<file path="config.mk">
export PLATFORM = sky130hd
export DESIGN_NAME = instr_fetch_unit
export DESIGN_NICKNAME = d
export VERILOG_FILES = /design/src/rtl/instr_fetch_unit.sv
export SDC_FILE = /design/constraint.sdc
export NUM_CORES = 1
export LEC_CHECK = 0
export ABC_AREA = 1
export CAP_MARGIN = 20
export CORE_MARGIN = 2
export CORE_UTILIZATION = 56
export DETAILED_ROUTE_END_ITERATION = 7
export PLACE_DENSITY = 0.82
export SLEW_MARGIN = 20
export SYNTH_ARGS = -nofsm -noshare
export SYNTH_HDL_FRONTEND = slang
export SYNTH_SLANG_ARGS = --single-unit
</file>
<file path="constraint.sdc">
create_clock -name CLK -period 4.6 [get_ports CLK]
set_input_delay 0.92 -clock CLK [delete_from_list [all_inputs] [get_ports CLK]]
set_output_delay 0.92 -clock CLK [all_outputs]
set_load 0.02 [all_outputs]
</file>
<file path="src/rtl/instr_fetch_unit.sv">
// ----------------------------------------------------------------------------
// instr_fetch_unit
//
// Fetch-side initiator of the RV32IM instruction-memory interface. Owns the
// program counter, issues word-address reads to a (possibly multi-cycle)
// busywait memory, buffers returned words with their PCs in a 2-entry queue
// and presents the head entry to IF/ID under a VALID_OUT / STALL handshake.
// Branch/jump redirects flush the queue. A redirect that lands on an
// outstanding read first drains that read, then fetches from the saved target.
//
// Ports:
//   CLK            clock; all state updates on the rising edge
//   RESET          synchronous, active-low reset
//   MEM_READ       read request to instruction memory
//   MEM_ADDRESS    word address, fetch_pc[ADDR_W+1:2]
//   MEM_READDATA   instruction word returned by memory
//   MEM_BUSYWAIT   memory busy; a read completes when MEM_READ && !MEM_BUSYWAIT
//   STALL          IF/ID not accepting; head entry is held
//   BRANCH_TAKEN   redirect request from EX
//   BRANCH_TARGET  redirect PC
//   INSTR_OUT      head instruction (NOP_INSTR when invalid)
//   PC_OUT         PC of head instruction (0 when invalid)
//   VALID_OUT      head entry valid
//   FAULT          sticky misaligned-redirect flag
// ----------------------------------------------------------------------------
module instr_fetch_unit #(
  parameter logic [31:0] RESET_VECTOR = 32'h0000_0000,
  parameter int          ADDR_W       = 8,
  parameter logic [31:0] NOP_INSTR    = 32'h0000_0013
) (
  input  logic              CLK,
  input  logic              RESET,
  output logic              MEM_READ,
  output logic [ADDR_W-1:0] MEM_ADDRESS,
  input  logic [31:0]       MEM_READDATA,
  input  logic              MEM_BUSYWAIT,
  input  logic              STALL,
  input  logic              BRANCH_TAKEN,
  input  logic [31:0]       BRANCH_TARGET,
  output logic [31:0]       INSTR_OUT,
  output logic [31:0]       PC_OUT,
  output logic              VALID_OUT,
  output logic              FAULT
);

  typedef enum logic [1:0] {
    S_FETCH   = 2'd0,
    S_HOLD    = 2'd1,
    S_DRAIN   = 2'd2,
    S_FAULTED = 2'd3
  } state_t;

  typedef struct packed {
    logic [31:0] instr;
    logic [31:0] pc;
  } ifq_entry_t;

  state_t            state, state_nxt;
  logic [31:0]       fetch_pc, fetch_pc_nxt;
  logic [31:0]       drain_tgt, drain_tgt_nxt;
  ifq_entry_t [1:0]  q, q_nxt;          // q[0] is the head
  logic [1:0]        count, count_nxt;

  logic       head_vld;
  logic       pop_req;
  logic       fetch_rd;
  logic       mem_rd;
  logic       done;
  logic       in_flight;
  logic       flush;
  logic       push;
  logic       pop;
  logic       misalign;
  ifq_entry_t new_ent;

  // --------------------------------------------------------------------------
  // Handshake / request decode
  // --------------------------------------------------------------------------
  assign head_vld  = (count != 2'd0);
  assign pop_req   = head_vld && !STALL;

  // A full queue may still fetch when the head leaves this cycle. pop_req
  // ignores BRANCH_TAKEN on purpose so MEM_READ never depends on the redirect
  // input; a completion in a redirect cycle is simply dropped.
  assign fetch_rd  = (count != 2'd2) || pop_req;

  // RESET gates the request so nothing is issued while reset is asserted.
  assign mem_rd    = RESET && (((state == S_FETCH) && fetch_rd) || (state == S_DRAIN));
  assign done      = mem_rd && !MEM_BUSYWAIT;
  assign in_flight = mem_rd && MEM_BUSYWAIT;
  assign misalign  = (BRANCH_TARGET[1:0] != 2'b00);

  // FAULTED already holds an empty queue; a redirect there is ignored.
  assign flush     = BRANCH_TAKEN && (state != S_FAULTED);
  assign push      = !flush && (state == S_FETCH) && done;
  assign pop       = !flush && ((state == S_FETCH) || (state == S_HOLD)) && pop_req;

  assign new_ent.instr = MEM_READDATA;
  assign new_ent.pc    = fetch_pc;

  // --------------------------------------------------------------------------
  // Two-entry shift queue
  // --------------------------------------------------------------------------
  always_comb begin
    q_nxt     = q;
    count_nxt = count;
    if (flush) begin
      count_nxt = 2'd0;
    end else begin
      unique case ({push, pop})
        2'b10: begin
          if (count == 2'd0) q_nxt[0] = new_ent;
          else               q_nxt[1] = new_ent;
          count_nxt = count + 2'd1;
        end
        2'b01: begin
          q_nxt[0]  = q[1];
          count_nxt = count - 2'd1;
        end
        2'b11: begin
          // count is 1 or 2 here (a pop needs a valid head)
          if (count == 2'd1) begin
            q_nxt[0] = new_ent;
          end else begin
            q_nxt[0] = q[1];
            q_nxt[1] = new_ent;
          end
        end
        default: ;
      endcase
    end
  end

  // --------------------------------------------------------------------------
  // Next-state / PC logic
  // --------------------------------------------------------------------------
  always_comb begin
    state_nxt     = state;
    fetch_pc_nxt  = fetch_pc;
    drain_tgt_nxt = drain_tgt;

    if (flush) begin
      if (misalign) begin
        state_nxt = S_FAULTED;
      end else if (in_flight) begin
        // Memory must see the request through with a stable address; the
        // target waits in drain_tgt (a later redirect overwrites it).
        state_nxt     = S_DRAIN;
        drain_tgt_nxt = BRANCH_TARGET;
      end else begin
        state_nxt    = S_FETCH;
        fetch_pc_nxt = BRANCH_TARGET;
      end
    end else begin
      unique case (state)
        S_FETCH: begin
          if (done) fetch_pc_nxt = fetch_pc + 32'd4;
          if ((count_nxt == 2'd2) && !pop) state_nxt = S_HOLD;
        end
        S_HOLD: begin
          if (pop) state_nxt = S_FETCH;
        end
        S_DRAIN: begin
          // Returned word belongs to the abandoned stream; discard it.
          if (done) begin
            fetch_pc_nxt = drain_tgt;
            state_nxt    = S_FETCH;
          end
        end
        S_FAULTED: ;
        default: state_nxt = S_FAULTED;
      endcase
    end
  end

  // --------------------------------------------------------------------------
  // State registers
  // --------------------------------------------------------------------------
  always_ff @(posedge CLK) begin
    if (!RESET) begin
      state     <= S_FETCH;
      fetch_pc  <= RESET_VECTOR;
      drain_tgt <= 32'd0;
      q         <= '0;
      count     <= 2'd0;
    end else begin
      state     <= state_nxt;
      fetch_pc  <= fetch_pc_nxt;
      drain_tgt <= drain_tgt_nxt;
      q         <= q_nxt;
      count     <= count_nxt;
    end
  end

  // --------------------------------------------------------------------------
  // Outputs
  // --------------------------------------------------------------------------
  assign MEM_READ    = mem_rd;
  assign MEM_ADDRESS = fetch_pc[ADDR_W+1:2];
  assign VALID_OUT   = head_vld;
  assign INSTR_OUT   = head_vld ? q[0].instr : NOP_INSTR;
  assign PC_OUT      = head_vld ? q[0].pc    : 32'd0;
  assign FAULT       = (state == S_FAULTED);

endmodule

</file>
# Word-level counts from Yosys, hierarchy flattened
# Index checks and enable logic that the tools add are counted.
[word_totals] output_inout_bits=75 wordCells=86 input_bits=69 register_bits=196
[classes] muxes=23 bitwise=2 eq_ne=19 n_reduce_logical=31 add_sub_neg=3
[ops] cell="64-bit two-way mux" count=4
[ops] cell="32-bit two-way mux" count=7
[ops] cell="64-bit one-hot mux with 3 select lines" count=1
[ops] cell="64-bit one-hot mux with 2 select lines" count=1
[ops] cell="32-bit one-hot mux with 2 select lines" count=1
[ops] cell="32-bit by 3-bit adder with 32-bit output (second input constant)" count=1
[ops] cell="2-bit two-way mux" count=7
[ops] cell="2-bit != test (second input constant)" count=7
[ops] cell="1-bit logical AND" count=11
[ops] cell="2-bit equality test (second input constant)" count=5
[ops] cell="3-bit != test (second input constant)" count=3
[ops] cell="4-bit AND reduction" count=2
[ops] cell="2-bit by 1-bit equality test with 1-bit output (second input constant)" count=3
[ops] cell="2-bit one-hot mux with 3 select lines" count=1
[ops] cell="3-bit AND reduction" count=2
[ops] cell="2-bit nonzero test" count=3
[ops] cell="3-bit nonzero test" count=2
[ops] cell="5-bit AND reduction" count=1
[ops] cell="1-bit zero test" count=4
[ops] cell="2-bit zero test" count=2
[ops] cell="2-bit one-hot mux with 2 select lines" count=1
[ops] cell="4-bit nonzero test" count=1
[ops] cell="1-bit logical OR" count=3
[ops] cell="3-bit by 2-bit != test with 1-bit output (second input constant)" count=1
[ops] cell="3 further kinds" count=4

# Depth between registers and ports, before layout
[depth] word_depth=16 depth_mapped=17 ltp_nobuf=17

# Worst setup path before layout
# Ideal clock, no wire load.
[synth_timing] kind="input to register" from="input BRANCH_TAKEN" to="register q[54] (netlist name)" arrival_time_ps=2862 setup_time_ps=70 required_ps=4530 stages=15 path_buffers=3 setup_slack_ps=1668 path_cell_list="inv_1 > nor2_2 > buf_4 > nor2_1 > inv_1 > nor2_1 > ha_1 > inv_1 > o21ai_2 > nand2_2 > buf_4 > buf_2 > o22ai_1 > inv_2 > a21oi_1"
[synth_between] elab_chain_len=7 elab_cells_between_ends=14 classes_between="4 x eq/ne; 1 x mux; 1 x bitwise; 8 x reduce/logical"
[synth_rtl] element="start, declared" line="38" source="input logic BRANCH_TAKEN,"
[synth_rtl] element="1-bit logical AND *" line="94" source="assign flush = BRANCH_TAKEN && (state != S_FAULTED);"
[synth_rtl] element="1-bit zero test" line="95, 96"
[synth_rtl] element="1-bit logical AND, on equally long branches (2 in series)" line="96, 95"
[synth_rtl] element="2-bit equality test or 2-bit by 1-bit equality test with 1-bit output (tied branches)" line="110" source="unique case ({push, pop})"
[synth_rtl] element="2-bit != test (no source line) or 3-bit nonzero test (tied branches)"
[synth_rtl] element="3-bit AND reduction (no source line)"
[synth_rtl] element="end signal, assigned" line="190" source="q <= q_nxt;"
[synth_rtl] element="end, declared" line="61" source="ifq_entry_t [1:0] q, q_nxt;"
# Every way passes the cells marked *; elsewhere a longest branch is shown, timed or not.
# A chain may end at the register's enable or synchronous reset.

# Worst setup path after layout
[layout_timing] from="input STALL" to="register q[95] (netlist name)"
[layout_between] elab_chain_len=11 elab_cells_between_ends=16 classes_between="4 x eq/ne; 1 x mux; 11 x reduce/logical"
[layout_rtl] element="start, declared" line="37" source="input logic STALL,"
[layout_rtl] element="1-bit zero test *" line="80" source="assign pop_req = head_vld && !STALL;"
[layout_rtl] element="1-bit logical AND *" line="80"
[layout_rtl] element="1-bit logical OR" line="85" source="assign fetch_rd = (count != 2'd2) || pop_req;"
[layout_rtl] element="1-bit logical AND" line="88" source="assign mem_rd = RESET && (((state == S_FETCH) && fetch_rd) || (state == S_DRAIN));"
[layout_rtl] element="1-bit logical OR" line="88"
[layout_rtl] element="1-bit logical AND" line="88"
[layout_rtl] element="1-bit logical AND" line="89" source="assign done = mem_rd && !MEM_BUSYWAIT;"
[layout_rtl] element="1-bit logical AND" line="95" source="assign push = !flush && (state == S_FETCH) && done;"
[layout_rtl] element="2-bit equality test" line="110"
[layout_rtl] element="2-bit != test (no source line) or 2-bit nonzero test (tied branches)"
[layout_rtl] element="4-bit AND reduction (no source line)"
# Marks and branches as above.

==> summary.md <==
| Metric | Value |
|---|---|
| DP Area | 0.0114 mm² |
| Io pins | 144 |
| Top cells by area, synth | dfxtp_1 39%, inv_1 11%, a21oi_1 10% |
| Count leader, synth | inv_1 |
| Register bit total from synthesis | 196 |
| Clk network pwr share | 36.4% |
| Post-synthesis mux area share | 0% |
| Cells after Synth | 1512 |
| Hold_buf cts | 0 |
| Max cap viols | 0 |
| Grt ovf | 0 |
| Gate power share | 18.0% |
| Worst setup EP type | register |
| Row count | 48 |
| Startpoint types | input port |
| Root Driver | clkbuf_16 |
| All-Layer GR Usage | 29.1% |
| Post-route DRC violation count | 0 |
| Share of post-route cells with drive strength above 1 | 4.87% |
| GRT met2 Usage | 43.8% |
| Worst hold-check path type | register to register |
| Final Hold Violating Endpoints | 0 |
| Most used DFF post-synth | dfxtp_1 |
| Reg clk slew, reported paths | 70 ps |
| Largest net degree at the start of global routing | 120 |
| Syn_nets | 1594 |
| Largest family of logic cells by synthesized area | compound AO/OA/AOI/OAI gates |
| Total number of vias | 9807 |
| Placer Congestion | 0.940 |
| Drt pass-1 iters | 5 |
| Initial Util | 57.4% |
| RSZ-0062 raised after global routing | false |
| VDD IR max | 275 µV |
| FFs w/ async S/R, synth | 0% |
| Fin nets | 1671 |
| Largest area contributor in the netlist | dfxtp_1 |
| Diodes inserted | 0 |
| Clock Skew | 12.0 ps |
| Final min period | 3910 ps |
| Status | finished clean |
| Core box area | 0.0174 mm² |
| Sequential cell fraction of total power | 45.6% |
| ANT nets after route | 0 |
| M3 GR Usage | 5.33% |
| Synth-to-layout area growth | 20.4% |
| Sw Ratio | 31.7% |
| CTS tree | built |
| Synth top cells by count | 288 x inv_1, 200 x a21oi_1, 196 x dfxtp_1 |
| Adder-Cell Fraction of Synth Area | 1.63% |
| First-pass GRT wire length | 43.6 mm |
| Fin. max-slew vios | 0 |
| Leak | 4.56 nW |
| Vias in the first global route | 8829 |
| Die Width | 137 µm |
| Clock Tree Buf Depth | 2 |
| CP required | 4930 ps |
| Mapped cell area | 0.00996 mm² |
| Seq/Total Area, Yosys | 39.4% |
| GRT Max-Usage Layer | met2 |
| Achievable frequency | 256 MHz |
| Vias/cell | 5.37 |
| Synth Area in Compound Gates | 24.0% |
| Initial antenna violation count | 0 |
| Post-CTS setup buffers | 0 |
| Met1 Usage GRT | 42.4% |
| Normalized max-slew margin | 29.4% |
| Mean Syn Cell Area | 6.59 µm² |
| Post-cts resize count | 0 |
| DR WL/cell | 14.8 µm |
| Die H | 137 µm |
| Post-synthesis xor/xnor area fraction | 0.352% |
| Yosys Warn Count | 0 |
| Simple-gate share of the synthesized area | 18.7% |
| PD cells | 347 mW/mm² |
| Max FO, Critical Path | 119 |
| Clk Latency, worst-skew pair | 440 ps |
| Final setup violation count | 0 |
| Worst Max-Slew Pin Slew | 1060 ps |
| Max H-tree Level | 4 |
| Hpwl dp | 17.9 mm |
| Setup TNS Final | 0 ps |
| Buffers added on ports | 143 |
| Initial drt markers | 874 |
| Area share of the largest cell type after synthesis | 39.4% |
| Net load switching power | 1.32 mW |
| Int Pwr | 2.85 mW |
| CTS Buf Count | 17 |
| Post-synth cell types | 34 |
| Die area | 0.0189 mm² |
| Post-synth EDFFs | 0 |
| Critical path arrival | 4230 ps |
| Post-Layout Inst Area | 0.0120 mm² |
| Final worst-path cycle share | 84.9% |
| CTS sink cnt | 196 |
| Crit path kind | input port to register |
| Detailed Route WL | 27.0 mm |
[cells by family (layout without fill, tap and decap cells)]
family                     count (synthesis)  in the layout
AOI/OAI and AO/OA                        452            452
xor gates and xnor gates                   4              4
adders and majority gates                 13             13
buffers and inverters                    403            493
DFF                                      196            196
and+or+nand+nor                          444            444
[registers in the layout, summed over array words and instances, names as in the netlist]
register and flops:
drain_tgt 32, count 2, q 128, state 2, fetch_pc 32
[worst paths after layout]
kind                                endpoint          from  depth (start not counted)  slack, ps
worst max-delay path                   q[95]         STALL                         13        690
worst min-delay path            drain_tgt[2]  drain_tgt[2]                          2        450
worst max register to register         q[95]      state[0]                         15        760
worst min register to register  drain_tgt[2]  drain_tgt[2]                          2        450
[cell usage in the layout (no fill, tap or decap), drive strengths merged, types with 5 or more instances in the layout]
cell type        n
o22ai           59
a21oi          201
or2             10
nand3           79
inv            297
clkdlybuf4s50  142
dfxtp          196
o21a             5
o211ai           6
clkbuf          17
buf             18
nor2           157
o21ai          179
ha              13
clkinv          17
nand2          191
[metal layers]
layer,part of all wire [%],vias up
li1,-,4938
met1,47,4468
met2,44,365
met3,7.6,36
met4,1.7,0
met5,0,-
[stage by stage]
step                total power, mW  hold WS [ps]  instances  setup WS, ps  util, %
floorplan                      2.41           420       1512          1670        -
global placement               2.66           431       1795           461     65.6
detailed placement             2.67           436       1795           280     65.6
CTS                            4.18           447       1827           752     69.1
global route                   4.36           465       1827           383     69.1
finish                         4.17           446       1827           694     69.1
[worst max-delay path, cell delays in order]
cell             delay, ps
clkdlybuf4s50_1        440
o21ai_1                130
nand2_1                 80
nand2_1                 80
nand3_1                120
nor2_1                 270
ha_1                   310
nand2_1                130
nand3_4                100
buf_4                  760
clkinv_1               490
o21ai_0                300
a21oi_1                 60
[power groups by stage]
stage | registers, mW | logic (mW) | clock network (mW)
floorplan | 1.88 | 0.524 | 0
global placement | 1.93 | 0.721 | 0
detailed placement | 1.93 | 0.732 | 0
CTS | 1.90 | 0.741 | 1.54
global route | 1.91 | 0.837 | 1.61
finish | 1.90 | 0.749 | 1.52
[layout make-up]
cell class	instances	area [µm²]
well taps	225	282
clock inverters	15	189
clock buffers	17	425
inverters	301	1130
flip-flops and latches	196	3920
repair buffers	160	1570
multi-input cells	913	4480
fillers	1547	5360
Note: power is estimated with default switching activity, not from simulation.
